File: src/rtl/hack_mem_ctrl_pkg.sv
// -----------------------------------------------------------------------------
// hack_mem_ctrl_pkg
//   Shared definitions for the Hack data-memory controller: bus widths,
//   default memory-map constants, the region encoding and the address decoder.
// -----------------------------------------------------------------------------
package hack_mem_ctrl_pkg;

  localparam int WORD_W    = 16;                // Hack data word
  localparam int ADDR_W    = 15;                // Hack data address
  localparam int FB_ADDR_W = 13;                // screen word offset (8K words)
  localparam int FIFO_W    = FB_ADDR_W + WORD_W; // {offset, data} = 29 bits

  localparam logic [ADDR_W-1:0] DEF_SCREEN_BASE = 15'h4000;
  localparam logic [ADDR_W-1:0] DEF_KBD_ADDR    = 15'h6000;

  typedef enum logic [1:0] {
    RGN_RAM    = 2'd0,
    RGN_SCREEN = 2'd1,
    RGN_KBD    = 2'd2,
    RGN_NONE   = 2'd3
  } region_e;

  // The keyboard compare takes precedence; otherwise the top two address
  // bits select RAM (00/01), SCREEN (10) or unmapped (11).
  function automatic region_e decode_region(input logic [ADDR_W-1:0] addr,
                                            input logic [ADDR_W-1:0] kbd_addr);
    region_e rgn;
    rgn = RGN_NONE;
    if (addr == kbd_addr) begin
      rgn = RGN_KBD;
    end else begin
      case (addr[ADDR_W-1:ADDR_W-2])
        2'b00, 2'b01: rgn = RGN_RAM;
        2'b10:        rgn = RGN_SCREEN;
        default:      rgn = RGN_NONE;
      endcase
    end
    return rgn;
  endfunction

endpackage

File: src/rtl/hack_wr_fifo.sv
// -----------------------------------------------------------------------------
// hack_wr_fifo
//   Synchronous FIFO carrying screen writes to the video framebuffer.
//   Pointers carry one extra wrap bit so full and empty are distinguished
//   without a separate counter.
// Ports
//   clk, rst_n  clock, asynchronous active-low reset (empties the FIFO)
//   i_push      write i_data (ignored while full)
//   i_data      entry to store
//   i_pop       remove head (ignored while empty)
//   o_data      head entry, stable until popped
//   o_full      no free entry
//   o_empty     no stored entry
// -----------------------------------------------------------------------------
module hack_wr_fifo #(
  parameter int WIDTH = 29,
  parameter int DEPTH = 4
) (
  input  logic             clk,
  input  logic             rst_n,
  input  logic             i_push,
  input  logic [WIDTH-1:0] i_data,
  input  logic             i_pop,
  output logic [WIDTH-1:0] o_data,
  output logic             o_full,
  output logic             o_empty
);

  localparam int PW = $clog2(DEPTH);

  logic [WIDTH-1:0] r_mem [DEPTH];
  logic [PW:0]      r_wr_ptr;
  logic [PW:0]      r_rd_ptr;
  logic             w_do_push;
  logic             w_do_pop;

  assign o_empty   = (r_wr_ptr == r_rd_ptr);
  assign o_full    = (r_wr_ptr[PW] != r_rd_ptr[PW]) &&
                     (r_wr_ptr[PW-1:0] == r_rd_ptr[PW-1:0]);
  assign w_do_push = i_push && !o_full;
  assign w_do_pop  = i_pop && !o_empty;
  assign o_data    = r_mem[r_rd_ptr[PW-1:0]];

  // Storage needs no reset: an entry is only visible once a push wrote it.
  always_ff @(posedge clk) begin
    if (w_do_push) begin
      r_mem[r_wr_ptr[PW-1:0]] <= i_data;
    end
  end

  always_ff @(posedge clk or negedge rst_n) begin
    if (!rst_n) begin
      r_wr_ptr <= '0;
      r_rd_ptr <= '0;
    end else begin
      if (w_do_push) r_wr_ptr <= r_wr_ptr + 1'b1;
      if (w_do_pop)  r_rd_ptr <= r_rd_ptr + 1'b1;
    end
  end

endmodule

File: src/rtl/hack_mem_ctrl.sv
// -----------------------------------------------------------------------------
// hack_mem_ctrl
//   Hack data-memory controller. Decodes the CPU data address into RAM,
//   SCREEN and KBD, drives the external block RAM, mirrors screen writes into
//   a FIFO for the video side and holds the keyboard register.
// Ports
//   clk, rst_n            clock, asynchronous active-low reset
//   cpu_addr/wdata/we     CPU data address, write data, write strobe
//   cpu_rdata             read data, valid the cycle after the address
//   cpu_stall             CPU must hold its request (screen write, FIFO full)
//   ram_addr/wdata/we     block RAM request
//   ram_rdata             block RAM read data, one-cycle latency
//   fb_addr/fb_data       FIFO head: screen word offset and pixel word
//   fb_valid/fb_ready     FIFO head handshake
//   kbd_code/kbd_valid    keyboard decoder code and load strobe
// Handshake: the video side takes the head in any cycle where fb_valid and
//   fb_ready are both high; while fb_valid is high and fb_ready low the head
//   (fb_addr/fb_data) holds steady. fb_ready has no effect while fb_valid is low.
// -----------------------------------------------------------------------------
module hack_mem_ctrl
  import hack_mem_ctrl_pkg::*;
#(
  parameter int                FIFO_DEPTH  = 4,
  parameter logic [ADDR_W-1:0] SCREEN_BASE = DEF_SCREEN_BASE,
  parameter logic [ADDR_W-1:0] KBD_ADDR    = DEF_KBD_ADDR
) (
  input  logic                 clk,
  input  logic                 rst_n,
  input  logic [ADDR_W-1:0]    cpu_addr,
  input  logic [WORD_W-1:0]    cpu_wdata,
  input  logic                 cpu_we,
  output logic [WORD_W-1:0]    cpu_rdata,
  output logic                 cpu_stall,
  output logic [ADDR_W-1:0]    ram_addr,
  output logic [WORD_W-1:0]    ram_wdata,
  output logic                 ram_we,
  input  logic [WORD_W-1:0]    ram_rdata,
  output logic [FB_ADDR_W-1:0] fb_addr,
  output logic [WORD_W-1:0]    fb_data,
  output logic                 fb_valid,
  input  logic                 fb_ready,
  input  logic [WORD_W-1:0]    kbd_code,
  input  logic                 kbd_valid
);

  region_e               w_region;
  logic                  w_scr_wr;
  logic                  w_push;
  logic                  w_full;
  logic                  w_empty;
  logic [FB_ADDR_W-1:0]  w_scr_offset;
  logic [FIFO_W-1:0]     w_head;

  region_e               r_rd_region;
  logic [WORD_W-1:0]     r_kbd;
  logic [WORD_W-1:0]     r_kbd_rd;

  assign w_region     = decode_region(cpu_addr, KBD_ADDR);
  assign w_scr_offset = cpu_addr[FB_ADDR_W-1:0] - SCREEN_BASE[FB_ADDR_W-1:0];

  // Full is taken before this cycle's pop: a full FIFO never writes through.
  assign w_scr_wr  = cpu_we && (w_region == RGN_SCREEN);
  assign w_push    = w_scr_wr && !w_full;
  assign cpu_stall = w_scr_wr && w_full;

  assign ram_addr  = cpu_addr;
  assign ram_wdata = cpu_wdata;
  assign ram_we    = (cpu_we && (w_region == RGN_RAM)) || w_push;

  hack_wr_fifo #(
    .WIDTH (FIFO_W),
    .DEPTH (FIFO_DEPTH)
  ) u_wr_fifo (
    .clk     (clk),
    .rst_n   (rst_n),
    .i_push  (w_push),
    .i_data  ({w_scr_offset, cpu_wdata}),
    .i_pop   (fb_ready),
    .o_data  (w_head),
    .o_full  (w_full),
    .o_empty (w_empty)
  );

  assign fb_valid = !w_empty;
  assign fb_addr  = w_head[FIFO_W-1:WORD_W];
  assign fb_data  = w_head[WORD_W-1:0];

  // r_kbd_rd snapshots the keyboard register alongside the read address so a
  // KBD read coinciding with kbd_valid returns the value from before the load.
  always_ff @(posedge clk or negedge rst_n) begin
    if (!rst_n) begin
      r_rd_region <= RGN_NONE;
      r_kbd       <= '0;
      r_kbd_rd    <= '0;
    end else begin
      r_rd_region <= w_region;
      r_kbd_rd    <= r_kbd;
      if (kbd_valid) r_kbd <= kbd_code;
    end
  end

  // ram_rdata is already one cycle late, so steering it with the registered
  // region lines it up with the other sources.
  always_comb begin
    cpu_rdata = '0;
    case (r_rd_region)
      RGN_RAM, RGN_SCREEN: cpu_rdata = ram_rdata;
      RGN_KBD:             cpu_rdata = r_kbd_rd;
      default:             cpu_rdata = '0;
    endcase
  end

endmodule

File: config.mk
export PLATFORM = sky130hd
export DESIGN_NAME = hack_mem_ctrl
export DESIGN_NICKNAME = d
export VERILOG_FILES = /design/src/rtl/hack_mem_ctrl_pkg.sv /design/src/rtl/hack_wr_fifo.sv /design/src/rtl/hack_mem_ctrl.sv
export SDC_FILE = /design/constraint.sdc
export NUM_CORES = 1
export LEC_CHECK = 0
export ABC_CLOCK_PERIOD_IN_PS = 3100
export CAP_MARGIN = 20
export CORE_MARGIN = 3
export CORE_UTILIZATION = 30
export DETAILED_ROUTE_END_ITERATION = 12
export DONT_BUFFER_PORTS = 1
export PLACE_DENSITY = 0.43
export SYNTH_ARGS = -nofsm -noshare
export SYNTH_HDL_FRONTEND = slang
export SYNTH_SLANG_ARGS = --single-unit
File: constraint.sdc
create_clock -name clk -period 3.1 [get_ports clk]
set_input_delay 0.93 -clock clk [delete_from_list [all_inputs] [get_ports clk]]
set_output_delay 0.93 -clock clk [all_outputs]
set_load 0.05 [all_outputs]
==> out/results.ini, run 1 <==
[run_status]
outcome=completed

[final_layout]
drive_above_1_share_pct=32.5
fin_area_mm2=0.00704
num_antenna_cells=0
nets=414
mostFrequentLayoutCells=edfxtp_1, dfrtp_1, mux4_2, buf_4, nand2_1
utilization_pct=35.4
area_growth_pct=13.5
final_common_cell=edfxtp_1
fillers=1913
multi_input_area_mm2=0.00136
seq_area_mm2=0.00449

[sta]
max-slew-margin-rel_pct=57.8
finalCritPeriodShare_pct=93.2
worst_pin_slew_ns=0.624
rsz0062_at_grt=no
hold_viol_final=0
timing.fmax_mhz=346
tns_ns=0
finalWorstSetupSlack_ns=0.212
min_period_ns=2.89
setup_viol=0
final_max_slew_viol_count=0
hold_slack_ns=0.209
finClkSkew_ns=0.00709

[setup_path]
crit_start=u_wr_fifo.r_rd_ptr[0]
r2r_cells=4
r2r_slack_ns=1.08
cp.required_ns=2.17
worst-path-max-fanout=20
crit_type=flip-flop to output pin
crit_end=fb_addr[3]
cp_data_arrival_time_ns=1.96
reg2reg_to=u_wr_fifo.r_mem[3][14]
start_kind=flip-flop
regToRegStartpoint=u_wr_fifo.r_rd_ptr[1]
cp-end-kind=output pin

[global_routing]
grt_pass1_wl_mm=18.6
first_global_vias=3134
grt-ovfl-total=0
top_usage_layer=met2
grt_max_degree=41
antenna_found_initial=0
grtUsageTotal_pct=11.4
use_met2_pct=18.9
grt.met3_usage_pct=4.69
use_met1_pct=13.5

[yosys]
netlist_instances=339
yosysWarnings=0
synth_nets=412
synth_seq_cells=156
synth_cell_types=38
synth.avg_cell_area_um2=18.3
syn-cell-area_mm2=0.00621
ys_seq_area_share_pct=72.3

[floorplan]
initial_core_util_pct=31.2
io_pins=147
die_y_um=150
coreArea_mm2=0.0199
die-area_mm2=0.0224
rows=51
die_w_um=150

[clocking]
holdBufCountCts=0
cts.path.max_buffers=2
clock-sinks=156
cts_max_level=4
clk_pin_slew_worst_paths_ns=0.06
postCtsSetupRepairBufs=0
clock_latency_ns=0.41
cts_inserted_buffers=17
cts_tree=yes
ctsResizeCount=0
cts_root_buf=clkbuf_16

[power_and_ir_drop]
vdd_drop_max_mv=0.351
power.leakage_nw=2.45
power_density_mw_per_mm2=940

[drt]
ant_nets=0
drc=0
drt-initial-drc-count=143
firstDrtPassIters=4
wl_per_cell_um=19.5
routed_via_density=4.53
dr_total_vias=2807
drt-total-wl_mm=12.0

[placed_design]
place_congestion=0.677
placed_cell_area_mm2=0.00648
hpwl_mm=7.71
post-place-ws_ns=0.442
io_buffers=0

[min_path]
hold_path.class=input pin to async pin

[flow_run]
cap_violations=0

through the flow:
step / cells / total power, mW
after floorplan: 339 / 4.49
after detailed placement: 587 / 4.74
after CTS: 619 / 6.76
final: 619 / 6.62
after global placement: 587 / 4.73
after global routing: 619 / 6.95
flip-flops by register name, summed over array words and instances (netlist names):
| signal | flops |
|---|---|
| u_wr_fifo.r_mem | 116 |
| r_kbd | 16 |
| r_kbd_rd | 16 |
| u_wr_fifo.r_rd_ptr | 3 |
| u_wr_fifo.r_wr_ptr | 3 |
| r_rd_region | 2 |
layout make-up:
class,instances,share of cell area [%]
clock inverters,14,1.94
well taps,265,4.71
inverters,19,1.01
clock buffers,18,6.09
multi-input cells,120,19.3
flip-flops and latches,156,63.7
repair buffers,27,3.23
synth_stat cells:
cell type / instances / area (um2)
nor3_1: 1 / 5.00
ha_1: 5 / 62.6
and2_1: 1 / 6.26
clkbuf_1: 6 / 22.5
xor2_1: 2 / 17.5
mux4_2: 29 / 653
o21ai_1: 1 / 5.00
dfstp_2: 2 / 52.6
o31ai_1: 1 / 7.51
a21boi_0: 1 / 7.51
clkbuf_8: 1 / 13.8
buf_2: 5 / 25.0
xnor2_1: 5 / 43.8
nand2_1: 20 / 75.1
o21ai_0: 15 / 75.1
nor4_1: 3 / 18.8
nor2b_1: 1 / 6.26
buf_6: 1 / 11.3
buf_4: 31 / 233
a211o_1: 1 / 8.76
edfxtp_1: 116 / 3480
nand3_1: 1 / 5.00
dfrtp_1: 38 / 951
inv_1: 19 / 71.3
nand3b_1: 1 / 7.51
xor2_2: 1 / 16.3
or4_1: 1 / 7.51
a41oi_1: 1 / 8.76
a21o_2: 1 / 8.76
o31ai_2: 1 / 12.5
a31oi_4: 1 / 21.3
a21oi_1: 1 / 5.00
mux2_4: 2 / 30.0
nor2_1: 2 / 7.51
nor4b_1: 1 / 8.76
mux2_2: 16 / 180
nand4b_1: 1 / 8.76
and2_2: 3 / 22.5
report_power, final:
part / total [mW] / switching [mW] / internal [mW]
registers: 2.54 / 0.106 / 2.44
clock network: 1.98 / 0.861 / 1.12
logic: 2.10 / 1.49 / 0.601
total: 6.62 / 2.46 / 4.16
routing by layer:
metal | vias to the layer above | routed length (um)
met5 | - | 0
met4 | 0 | 75
met3 | 4 | 857
met2 | 112 | 6100
met1 | 1435 | 5010
li1 | 1256 | -
cell families (layout without fill, tap and decap cells):
logic type / count (synthesis) / after routing / share of synthesized area [%]
XOR/XNOR: 8 / 8 / 1.25
buffers and inverters: 63 / 78 / 6.07
multiplexers: 47 / 47 / 13.9
AND/OR/NAND/NOR: 36 / 36 / 2.88
adder cells (fa/ha/maj): 5 / 5 / 1.01
AO/OA/AOI/OAI: 24 / 24 / 2.58
flip-flops: 156 / 156 / 72.3
worst max-delay path: stages, from the launching register on:
cell	delay, ns
dfrtp_2	0.40
buf_4	0.39
mux4_2	0.74
how the worst min path moves through the flow:
stage / endpoint / slack (ns) / start
CTS: r_kbd_rd[3] / 0.18 / rst_n
finish: r_kbd_rd[9] / 0.21 / rst_n
floorplan: r_kbd_rd[0] / 0.35 / r_kbd[0]
global placement: r_kbd_rd[10] / 0.36 / r_kbd[10]
detailed placement: r_kbd_rd[15] / 0.36 / r_kbd[15]
global route: r_kbd_rd[9] / 0.17 / rst_n
No activity file was read; power rests on OpenSTA's default activity.
==> run 2, diff against run 1 <==
--- a/config.mk
+++ b/config.mk
@@ -5,7 +5,7 @@
 export SDC_FILE = /design/constraint.sdc
 export NUM_CORES = 1
 export LEC_CHECK = 0
-export ABC_CLOCK_PERIOD_IN_PS = 3100
+export ABC_CLOCK_PERIOD_IN_PS = 3700
 export CAP_MARGIN = 20
 export CORE_MARGIN = 3
 export CORE_UTILIZATION = 30
==> constraint.sdc (replaced) <==
create_clock -name clk -period 3.7 [get_ports clk]
set_input_delay 1.11 -clock clk [delete_from_list [all_inputs] [get_ports clk]]
set_output_delay 1.11 -clock clk [all_outputs]
set_load 0.05 [all_outputs]
==> run 2 against run 1 <==
Net effect: global-route usage hardly changed; sequential power is 15% lower; die area stayed put; via count is 1.3% higher; count of clock-buffer cells in the layout is 1 lower; sequential share of layout area is 0.18 points lower; critical endpoint is now fb_data[9]; largest cell class unchanged; highest routed layer unchanged.
==> out/results.ini, run 2 (synthesis results as in run 1) <==
[global_routing]
antenna_found_initial=0
top_usage_layer=met2
grt_pass1_wl_mm=18.7
grt-ovfl-total=0
use_met1_pct=13.9
grt.met3_usage_pct=4.82
grt_max_degree=41
use_met2_pct=18.2
grtUsageTotal_pct=11.4
first_global_vias=3156

[power_and_ir_drop]
power_density_mw_per_mm2=795
p_total_mw=5.62
vdd_drop_max_mv=0.311
power.leakage_nw=2.47

[clocking]
clock-sinks=156
holdBufCountCts=0
postCtsSetupRepairBufs=0
clock_latency_ns=0.42
cts.path.max_buffers=2
cts_tree=yes
clk_pin_slew_worst_paths_ns=0.06
cts_max_level=4
cts_root_buf=clkbuf_16
cts_inserted_buffers=17
ctsResizeCount=0

[sta]
finalWorstSetupSlack_ns=0.429
max-slew-margin-rel_pct=58.6
hold_viol_final=0
timing.fmax_mhz=306
finClkSkew_ns=0.0106
rsz0062_at_grt=no
worst_pin_slew_ns=0.621
min_period_ns=3.27
final_max_slew_viol_count=0
finalCritPeriodShare_pct=88.4
setup_viol=0
tns_ns=0
hold_slack_ns=0.373

[setup_path]
start_kind=flip-flop
worst-path-max-fanout=17
cp_slowest_cell=dfrtp_2
r2r_slack_ns=1.29
cp_cell_sequence=buf_4 -> mux4_2
cp_data_arrival_time_ns=2.16
path_delay_family=flip-flops
cp-end-kind=output pin
worst-path-buf-inv=1
crit_type=flip-flop to output pin
cp.required_ns=2.59
slowest_delay_ns=0.77

[drt]
firstDrtPassIters=4
wl_per_cell_um=19.6
drt-total-wl_mm=12.1
dr_total_vias=2844
ant_nets=0
drc=0
routed_via_density=4.59
drt-initial-drc-count=99

[final_layout]
nets=416
fillers=1906
final_common_cell=edfxtp_1
drive_above_1_share_pct=33.2
mostFrequentLayoutCells=edfxtp_1, dfrtp_1, mux4_2, buf_4, nand2_1
area_growth_pct=13.8
largest_reg_flops=116
utilization_pct=35.5
num_antenna_cells=0

[floorplan]
io_pins=147
coreArea_mm2=0.0199
die-area_mm2=0.0224
initial_core_util_pct=31.2
die_y_um=150
die_w_um=150
rows=51

[placed_design]
place_congestion=0.689
io_buffers=0
post-place-ws_ns=0.684
hpwl_mm=7.89

[min_path]
hold_path.class=flip-flop to flip-flop

[run_status]
outcome=completed

[flow_run]
cap_violations=0

run 2: cell types whose count changed in the layout (fill, tap and decap cells not counted), sizes merged:
cell,change
clkinv,-1
clkbuf,-1
clkinvlp,-1
bufinv,+1
buf,+2
inv,+1
run 2: path summary, 6_finish.rpt:
check | cells past startpoint | endpoint | from
max | 2 | fb_data[9] | u_wr_fifo.r_rd_ptr[0]
min | 0 | r_kbd_rd[10] | r_kbd[10]
max reg2reg | 4 | u_wr_fifo.r_mem[2][14] | u_wr_fifo.r_rd_ptr[0]
min reg2reg | 0 | r_kbd_rd[10] | r_kbd[10]
max in group asynchronous | 0 | r_rd_region[1] | rst_n
min in group asynchronous | 0 | u_wr_fifo.r_wr_ptr[0] | rst_n
run 2: final cells by class:
class	instances	area, um2	area share (%)
clock buffer	17	425	6.02
clock inverter	14	158	2.23
inverter	19	71.3	1.01
multi-input combinational	120	1360	19.3
sequential	156	4490	63.5
tap	265	332	4.69
timing repair buffer	29	230	3.26
run 2: routing by layer:
| metal | routed length [um] | vias to the layer above | share of wire [%] |
|---|---|---|---|
| li1 | - | 1256 | - |
| met1 | 5260 | 1464 | 43 |
| met2 | 5800 | 115 | 48 |
| met3 | 918 | 9 | 7.6 |
| met4 | 157 | 0 | 1.3 |
| met5 | 0 | - | 0 |
run 2: stage by stage:
step / std cells / instance area [um2]
4_1_cts: 620 / 7060
3_5_place_dp: 589 / 6480
3_3_place_gp: 589 / 6480
5_1_grt: 620 / 7060
2_1_floorplan: 339 / 6210
6_report: 620 / 7060
run 2: report_power, final:
group	internal [mW]	total [mW]	switching (mW)
Sequential	2.04	2.17	0.134
Clock	1.00	1.72	0.719
Combinational	0.513	1.72	1.21
Total	3.56	5.62	2.06
==> run 3, diff against run 2 <==
--- a/config.mk
+++ b/config.mk
@@ -5,7 +5,6 @@
 export SDC_FILE = /design/constraint.sdc
 export NUM_CORES = 1
 export LEC_CHECK = 0
-export ABC_CLOCK_PERIOD_IN_PS = 3700
 export CAP_MARGIN = 20
 export CORE_MARGIN = 3
 export CORE_UTILIZATION = 30
==> results of run 3 <==
Final layout, timing and power as in run 2 (identical DEF).
